## src/rtl/fetch_pkg.sv

```systemverilog
// Shared types and defaults for the fetch front end.
// Contents: default widths, the bubble encoding and the fetch FSM state type.
package fetch_pkg;

    localparam int unsigned XLEN_DEFAULT    = 32;
    localparam int unsigned PC_STEP_DEFAULT = 4;

    // Bubble loaded into IF/ID (opcode 5'b00000)
    localparam logic [31:0] NOP_INSTR_DEFAULT = 32'h0000_0000;

    typedef enum logic [1:0] {
        BOOT  = 2'd0,
        FETCH = 2'd1,
        WAIT  = 2'd2
    } fetch_state_t;

endpackage

```

## src/rtl/fetch_redirect_unit_if_id_reg.sv

```systemverilog
// IF/ID pipeline register with load / hold / bubble controls.
// Ports:
//   clk, rst_n           clock, asynchronous active-low reset
//   load                 capture instrIn/pcIn as a real instruction
//   bubble               replace contents with NOP_INSTR, valid_d=0 (wins over load)
//   instrIn, pcIn        incoming instruction word and its PC
//   instr_d, pc_d        registered instruction and PC
//   pc_plus_d            registered pcIn + PC_STEP
//   valid_d              register holds a real instruction
// Neither load nor bubble: contents held.
module if_id_reg
    import fetch_pkg::*;
#(
    parameter int unsigned      XLEN      = XLEN_DEFAULT,
    parameter int unsigned      PC_STEP   = PC_STEP_DEFAULT,
    parameter logic [XLEN-1:0]  NOP_INSTR = XLEN'(NOP_INSTR_DEFAULT)
) (
    input  logic            clk,
    input  logic            rst_n,
    input  logic            load,
    input  logic            bubble,
    input  logic [XLEN-1:0] instrIn,
    input  logic [XLEN-1:0] pcIn,
    output logic [XLEN-1:0] instr_d,
    output logic [XLEN-1:0] pc_d,
    output logic [XLEN-1:0] pc_plus_d,
    output logic            valid_d
);

    localparam logic [XLEN-1:0] STEP = XLEN'(PC_STEP);

    // Bubble only clears instruction/valid; PC fields keep their last value
    always_ff @(posedge clk or negedge rst_n) begin
        if (!rst_n) begin
            instr_d   <= NOP_INSTR;
            pc_d      <= '0;
            pc_plus_d <= '0;
            valid_d   <= 1'b0;
        end else if (bubble) begin
            instr_d   <= NOP_INSTR;
            valid_d   <= 1'b0;
        end else if (load) begin
            instr_d   <= instrIn;
            pc_d      <= pcIn;
            pc_plus_d <= pcIn + STEP;
            valid_d   <= 1'b1;
        end
    end

endmodule

```

## src/rtl/fetch_redirect_unit.sv

```systemverilog
// Fetch front end: owns the PC, fetches over a ready/valid instruction-memory
// handshake and drives the IF/ID register, applying select_pc / flush / stall
// from the hazard unit cycle-exactly (priority select_pc > flush > stall).
// Ports:
//   clk, rst_n                     clock, asynchronous active-low reset
//   select_pc, branch_target       redirect fetch to branch_target
//   flush                          bubble into IF/ID
//   stall                          freeze PC and IF/ID
//   imem_req, imem_addr            fetch request / address (held until imem_valid)
//   imem_rdata, imem_valid         fetch response
//   instr_d, pc_d, pc_plus_d       IF/ID contents
//   valid_d                        IF/ID holds a real instruction
//   fetch_busy                     waiting on memory
// Optional (macro FETCH_PERF_CNT_EN): redirect_cnt, stall_cnt saturating counters.
module fetch_redirect_unit
    import fetch_pkg::*;
#(
    parameter int unsigned      XLEN      = XLEN_DEFAULT,
    parameter logic [XLEN-1:0]  RESET_PC  = '0,
    parameter int unsigned      PC_STEP   = PC_STEP_DEFAULT,
    parameter logic [XLEN-1:0]  NOP_INSTR = XLEN'(NOP_INSTR_DEFAULT)
) (
    input  logic            clk,
    input  logic            rst_n,
    input  logic            select_pc,
    input  logic [XLEN-1:0] branch_target,
    input  logic            flush,
    input  logic            stall,
    output logic            imem_req,
    output logic [XLEN-1:0] imem_addr,
    input  logic [XLEN-1:0] imem_rdata,
    input  logic            imem_valid,
    output logic [XLEN-1:0] instr_d,
    output logic [XLEN-1:0] pc_d,
    output logic [XLEN-1:0] pc_plus_d,
    output logic            valid_d,
    output logic            fetch_busy
`ifdef FETCH_PERF_CNT_EN
    ,
    output logic [15:0]     redirect_cnt,
    output logic [15:0]     stall_cnt
`endif
);

    localparam logic [XLEN-1:0] STEP = XLEN'(PC_STEP);

    fetch_state_t    state, stateNext;
    logic [XLEN-1:0] pc, pcNext;
    logic            holdValid, holdValidNext;
    logic [XLEN-1:0] holdData, holdDataNext;
    logic            pendValid, pendValidNext;
    logic [XLEN-1:0] pendTarget, pendTargetNext;
    logic            gotRsp;
    logic            ifLoad, ifBubble;
    logic [XLEN-1:0] ifInstr;

    // No request while a stalled word is parked: that fetch is already complete
    assign imem_req   = (state != BOOT) && !holdValid;
    assign imem_addr  = pc;
    assign fetch_busy = (state == WAIT);
    assign gotRsp     = imem_req && imem_valid;

    // State, PC, hold buffer and pending redirect
    always_ff @(posedge clk or negedge rst_n) begin
        if (!rst_n) begin
            state      <= BOOT;
            pc         <= RESET_PC;
            holdValid  <= 1'b0;
            holdData   <= '0;
            pendValid  <= 1'b0;
            pendTarget <= '0;
        end else begin
            state      <= stateNext;
            pc         <= pcNext;
            holdValid  <= holdValidNext;
            holdData   <= holdDataNext;
            pendValid  <= pendValidNext;
            pendTarget <= pendTargetNext;
        end
    end

    // Next state and IF/ID control
    always_comb begin
        stateNext      = state;
        pcNext         = pc;
        holdValidNext  = holdValid;
        holdDataNext   = holdData;
        pendValidNext  = pendValid;
        pendTargetNext = pendTarget;
        ifLoad         = 1'b0;
        ifBubble       = 1'b0;
        ifInstr        = imem_rdata;

        // Handshake sequencing is independent of the hazard controls
        unique case (state)
            BOOT:    stateNext = FETCH;
            FETCH:   stateNext = (imem_req && !imem_valid) ? WAIT : FETCH;
            WAIT:    stateNext = imem_valid ? FETCH : WAIT;
            default: stateNext = BOOT;
        endcase

        if (select_pc) begin
            ifBubble      = 1'b1;
            holdValidNext = 1'b0;
            // An outstanding request must complete first; remember the target
            if (imem_req && !imem_valid) begin
                pendValidNext  = 1'b1;
                pendTargetNext = branch_target;
            end else begin
                pcNext        = branch_target;
                pendValidNext = 1'b0;
            end
        end else if (gotRsp && pendValid) begin
            // Response for the squashed path: drop it and take the saved target
            pcNext        = pendTarget;
            pendValidNext = 1'b0;
            ifBubble      = flush || !stall;
        end else if (flush) begin
            ifBubble      = 1'b1;
            holdValidNext = 1'b0;
            if (!stall && (gotRsp || holdValid)) begin
                pcNext = pc + STEP;
            end
        end else if (stall) begin
            if (gotRsp) begin
                holdValidNext = 1'b1;
                holdDataNext  = imem_rdata;
            end
        end else if (holdValid) begin
            ifLoad        = 1'b1;
            ifInstr       = holdData;
            pcNext        = pc + STEP;
            holdValidNext = 1'b0;
        end else if (gotRsp) begin
            ifLoad = 1'b1;
            pcNext = pc + STEP;
        end else begin
            ifBubble = 1'b1;
        end
    end

    if_id_reg #(
        .XLEN      (XLEN),
        .PC_STEP   (PC_STEP),
        .NOP_INSTR (NOP_INSTR)
    ) u_if_id_reg (
        .clk       (clk),
        .rst_n     (rst_n),
        .load      (ifLoad),
        .bubble    (ifBubble),
        .instrIn   (ifInstr),
        .pcIn      (pc),
        .instr_d   (instr_d),
        .pc_d      (pc_d),
        .pc_plus_d (pc_plus_d),
        .valid_d   (valid_d)
    );

`ifdef FETCH_PERF_CNT_EN
    // Saturating event counters
    always_ff @(posedge clk or negedge rst_n) begin
        if (!rst_n) begin
            redirect_cnt <= '0;
            stall_cnt    <= '0;
        end else begin
            if (select_pc && (redirect_cnt != 16'hFFFF)) begin
                redirect_cnt <= redirect_cnt + 16'd1;
            end
            if (stall && !select_pc && !flush && (stall_cnt != 16'hFFFF)) begin
                stall_cnt <= stall_cnt + 16'd1;
            end
        end
    end
`endif

endmodule

```

## config.mk

```make
export PLATFORM = sky130hd
export DESIGN_NAME = fetch_redirect_unit
export DESIGN_NICKNAME = d
export VERILOG_FILES = /design/src/rtl/fetch_pkg.sv /design/src/rtl/fetch_redirect_unit_if_id_reg.sv /design/src/rtl/fetch_redirect_unit.sv
export SDC_FILE = /design/constraint.sdc
export NUM_CORES = 1
export LEC_CHECK = 0
export CORE_ASPECT_RATIO = 1.25
export CORE_MARGIN = 2
export CORE_UTILIZATION = 47
export CTS_CLUSTER_DIAMETER = 60
export DETAILED_ROUTE_END_ITERATION = 16
export GPL_TIMING_DRIVEN = 0
export HOLD_SLACK_MARGIN = 0.08
export PLACE_DENSITY = 0.75
export SYNTH_ARGS = -nofsm -noshare
export SYNTH_HDL_FRONTEND = slang
export SYNTH_SLANG_ARGS = --single-unit
```

## constraint.sdc

```tcl
create_clock -name clk -period 4.11 [get_ports clk]
set_input_delay 0.411 -clock clk [delete_from_list [all_inputs] [get_ports clk]]
set_output_delay 0.411 -clock clk [all_outputs]
set_load 0.05 [all_outputs]
```

==> metrics.md <==
| Metric | Value |
|---|---|
| Status | finished clean |
| H-tree lvl count | 4 |
| Total of max-cap violations | 0 |
| GRT overflow | 0 |
| Layout cells sized above 1 | between 10% and 20% |
| Die area | 0.0210 mm^2 |
| Vias in the first global route | 8157 |
| Asr flop ratio synth | between 90% and 100% |
| Syn Nets | about 960 |
| Period minus WS final | between 2 and 3 ns |
| Antenna violations before repair | 1 |
| Leakage power total | 4.86 nW |
| Final Skew | 0.0112 ns |
| CP Data Required Time | around 4.4 ns |
| DRC | 0 |
| Syn Area/Cell | around 11 um^2 |
| Slew headroom | approximately 22% |
| Setup violators final | 0 |
| CTS tree | built |
| Post-synth cell types | 59 |
| Hold Path Class | primary input to flip-flop |
| Final HPWL DP | 20200 um |
| Dpl cell area | 0.0117 mm^2 |
| Worst hold start | select_pc |
| Hold Path Cell Cnt | 4 |
| Starting density of the core | 47.9% |
| Critical path fanouts, max | 10 |
| Maximum buffer depth of the clock tree | 2 |
| Routed Antenna Nets | 0 |
| CP startpoint kind | primary input |
| Fin util | 63.1% |
| Clk sink count | between 150 and 200 |
| PortBufs | 199 |
| Max Fclk | 357 MHz |
| Most common cell after layout, fill and taps aside | clkdlybuf4s50_1 |
| Post-CTS resize count | 0 |
| Yosys top cell by area | dfrtp_1 |
| Cells after Synth | 885 |
| Largest net degree at the start of global routing | 108 |
| Period Utilization, post-route | 68.2% |
| Yosys top cell area share | 52.3% |
| GRT Resource Usage Total | 26.9% |
| Post-CTS Hold Buffers | 1 |
| Vert. Die Dim | 162 um |
| Drt total wl | around 28000 um |
| Reg2reg path depth | 6 |
| Netlist Area Pre-Place | between 0.009 and 0.01 mm^2 |
| Syn-to-layout area delta | 31.6% |
| Setup bufs post-CTS | 0 |
| Worst Hold End | u_if_id_reg.instr_d[1] |
| Root buf cell | clkbuf_16 |
| Drt first pass iters | 5 |
| Worst R2R End | u_if_id_reg.pc_plus_d[14] |
| Tightest Pin Transition | 1.16 ns |
| CP Class | primary input to flip-flop |
| Syn. warnings | 0 |
| Most frequent cells in the layout | clkdlybuf4s50_1 (198), dfrtp_1 (195), mux2_2 (88) |
| #FFs+latches synth | 195 |
| Critical Path Sink Type | flip-flop |
| Slew Viols, Final | 0 |
| Clk_lat worst skew | 0.44 ns |
| EDFF count, synth | 0 |
| Post-synth top flop | dfrtp_1 |
| Vias | 8268 |
| Design area | about 0.012 mm^2 |
| First-pass GRT wire length | about 44000 um |
| Maximum VDD drop | 0.000599 V |
| Sequential share of the synthesized area | 52.3% |
| WL/cell | 20.3 um |
| I/O Pins | 201 |
| Fin nets | approximately 1200 |
| RSZ-0062 raised after global routing | no |
| Launching point of the worst reg2reg path | state[1] |
| Die width | between 100 and 150 um |
| # rows | 57 |
| Final Hold Vio Count | 0 |
| Synth area leaders | dfrtp_1 (52%), mux2_2 (11%), nand2_1 (3.5%), o21ai_0 (3.4%), o22ai_1 (2.3%) |
| Core area | 0.0195 mm^2 |
| Reg-to-reg setup timing slack | 1.39 ns |
| Pwr Density | 785 mW/mm^2 |
| Worst-path clk slew | approximately 0.07 ns |
| Vias per cell | 5.97 |
| Inserted Clock Buffers | 17 |
| DR iter-0 viols | 725 |
| Routability cong. | ~0.92 |
| Critical path arrival | around 3.1 ns |
## worst max-delay path: stages
cell,delay (ns)
clkdlybuf4s50_1,0.62
nand2b_1,0.09
o21bai_1,0.90
and2_1,0.32
buf_2,0.33
buf_2,0.33
a21oi_1,0.11
## state kept, by name, summed over array words and instances, names as in the netlist
register and count:
pendTarget 32, u_if_id_reg.pc_plus_d 32, holdData 32, u_if_id_reg.pc_d 30, pendValid 1, holdValid 1
u_if_id_reg.valid_d 1, imem_addr 32, state 2, u_if_id_reg.instr_d 32
## power by group
group	switching (W)	leakage, nW	internal [W]
Clock	0.000814	0.277	0.000805
Combinational	0.00310	2.21	0.00167
Sequential	0.000573	2.37	0.00267
Total	0.00449	4.86	0.00515
## cells by family after synthesis
group | after synthesis | synth area share (%)
AOI/OAI and AO/OA | 257 | 18.2
xor gates and xnor gates | 11 | 1.03
adders and majority gates | 1 | 0.134
DFF | 195 | 52.3
buffers and inverters | 106 | 4.66
muxes | 99 | 11.8
and+or+nand+nor | 216 | 11.9
## cells in the mapped netlist, types with 9 or more instances
| cell type | n |
|---|---|
| a21oi_1 | 39 |
| a31oi_1 | 24 |
| and2_1 | 11 |
| buf_2 | 24 |
| clkbuf_1 | 51 |
| dfrtp_1 | 195 |
| inv_1 | 23 |
| mux2_2 | 88 |
| mux2i_1 | 11 |
| nand2_1 | 87 |
| nand3_1 | 13 |
| nor2_1 | 14 |
| nor3_1 | 12 |
| nor4_1 | 9 |
| o211ai_1 | 10 |
| o21ai_0 | 63 |
| o22ai_1 | 34 |
| o311ai_0 | 9 |
| o31ai_1 | 9 |
| o41ai_1 | 17 |
| or3_1 | 20 |
| or4_1 | 17 |
| xnor2_1 | 10 |
## layer usage
| metal | global-route usage (%) | share of wire, % | wire [um] |
|---|---|---|---|
| met3 | 4.50 | 6.9 | 1930 |
| met5 | 0 | 0 | 0 |
| met4 | 12.7 | 3.9 | 1100 |
| met1 | 34.6 | 41 | 11400 |
| met2 | 44.0 | 49 | 13700 |
## per-stage QoR
| stage | setup WS (ns) | hold WS [ns] | instances | total power, W | TNS (ns) |
|---|---|---|---|---|---|
| 2_1_floorplan | 1.77 | 0.115 | 885 | 0.00629 | 0 |
| 3_3_place_gp | -5.54 | 0.459 | 1349 | 0.00794 | -1079.16 |
| 3_5_place_dp | 0.833 | 0.463 | 1350 | 0.00802 | 0 |
| 4_1_cts | 1.29 | 0.392 | 1383 | 0.00965 | 0 |
| 5_1_grt | 1.07 | 0.428 | 1384 | 0.0101 | 0 |
| 6_report | 1.31 | 0.416 | 1384 | 0.00964 | 0 |
## final cells by class
type	count	area, um^2
Buffer	82	345
Inverter	24	90.1
Multi-Input combinational cell	584	4020
Antenna cell	1	2.50
Tap cell	265	332
Clock inverter	15	146
Timing Repair Buffer	201	2030
Sequential cell	195	4880
Clock buffer	17	425
Fill cell	1639	7190
## worst max-delay path by stage
stage / cells past startpoint / start / to
2_1_floorplan: 6 / imem_addr[3] / u_if_id_reg.pc_plus_d[30]
6_report: 7 / imem_valid / u_if_id_reg.pc_plus_d[14]
3_3_place_gp: 1 / rst_n / u_if_id_reg.instr_d[8]
3_5_place_dp: 7 / imem_valid / u_if_id_reg.pc_d[30]
5_1_grt: 7 / imem_valid / u_if_id_reg.pc_d[27]
4_1_cts: 7 / imem_valid / u_if_id_reg.pc_d[27]
(Power assumes the default switching activity.)
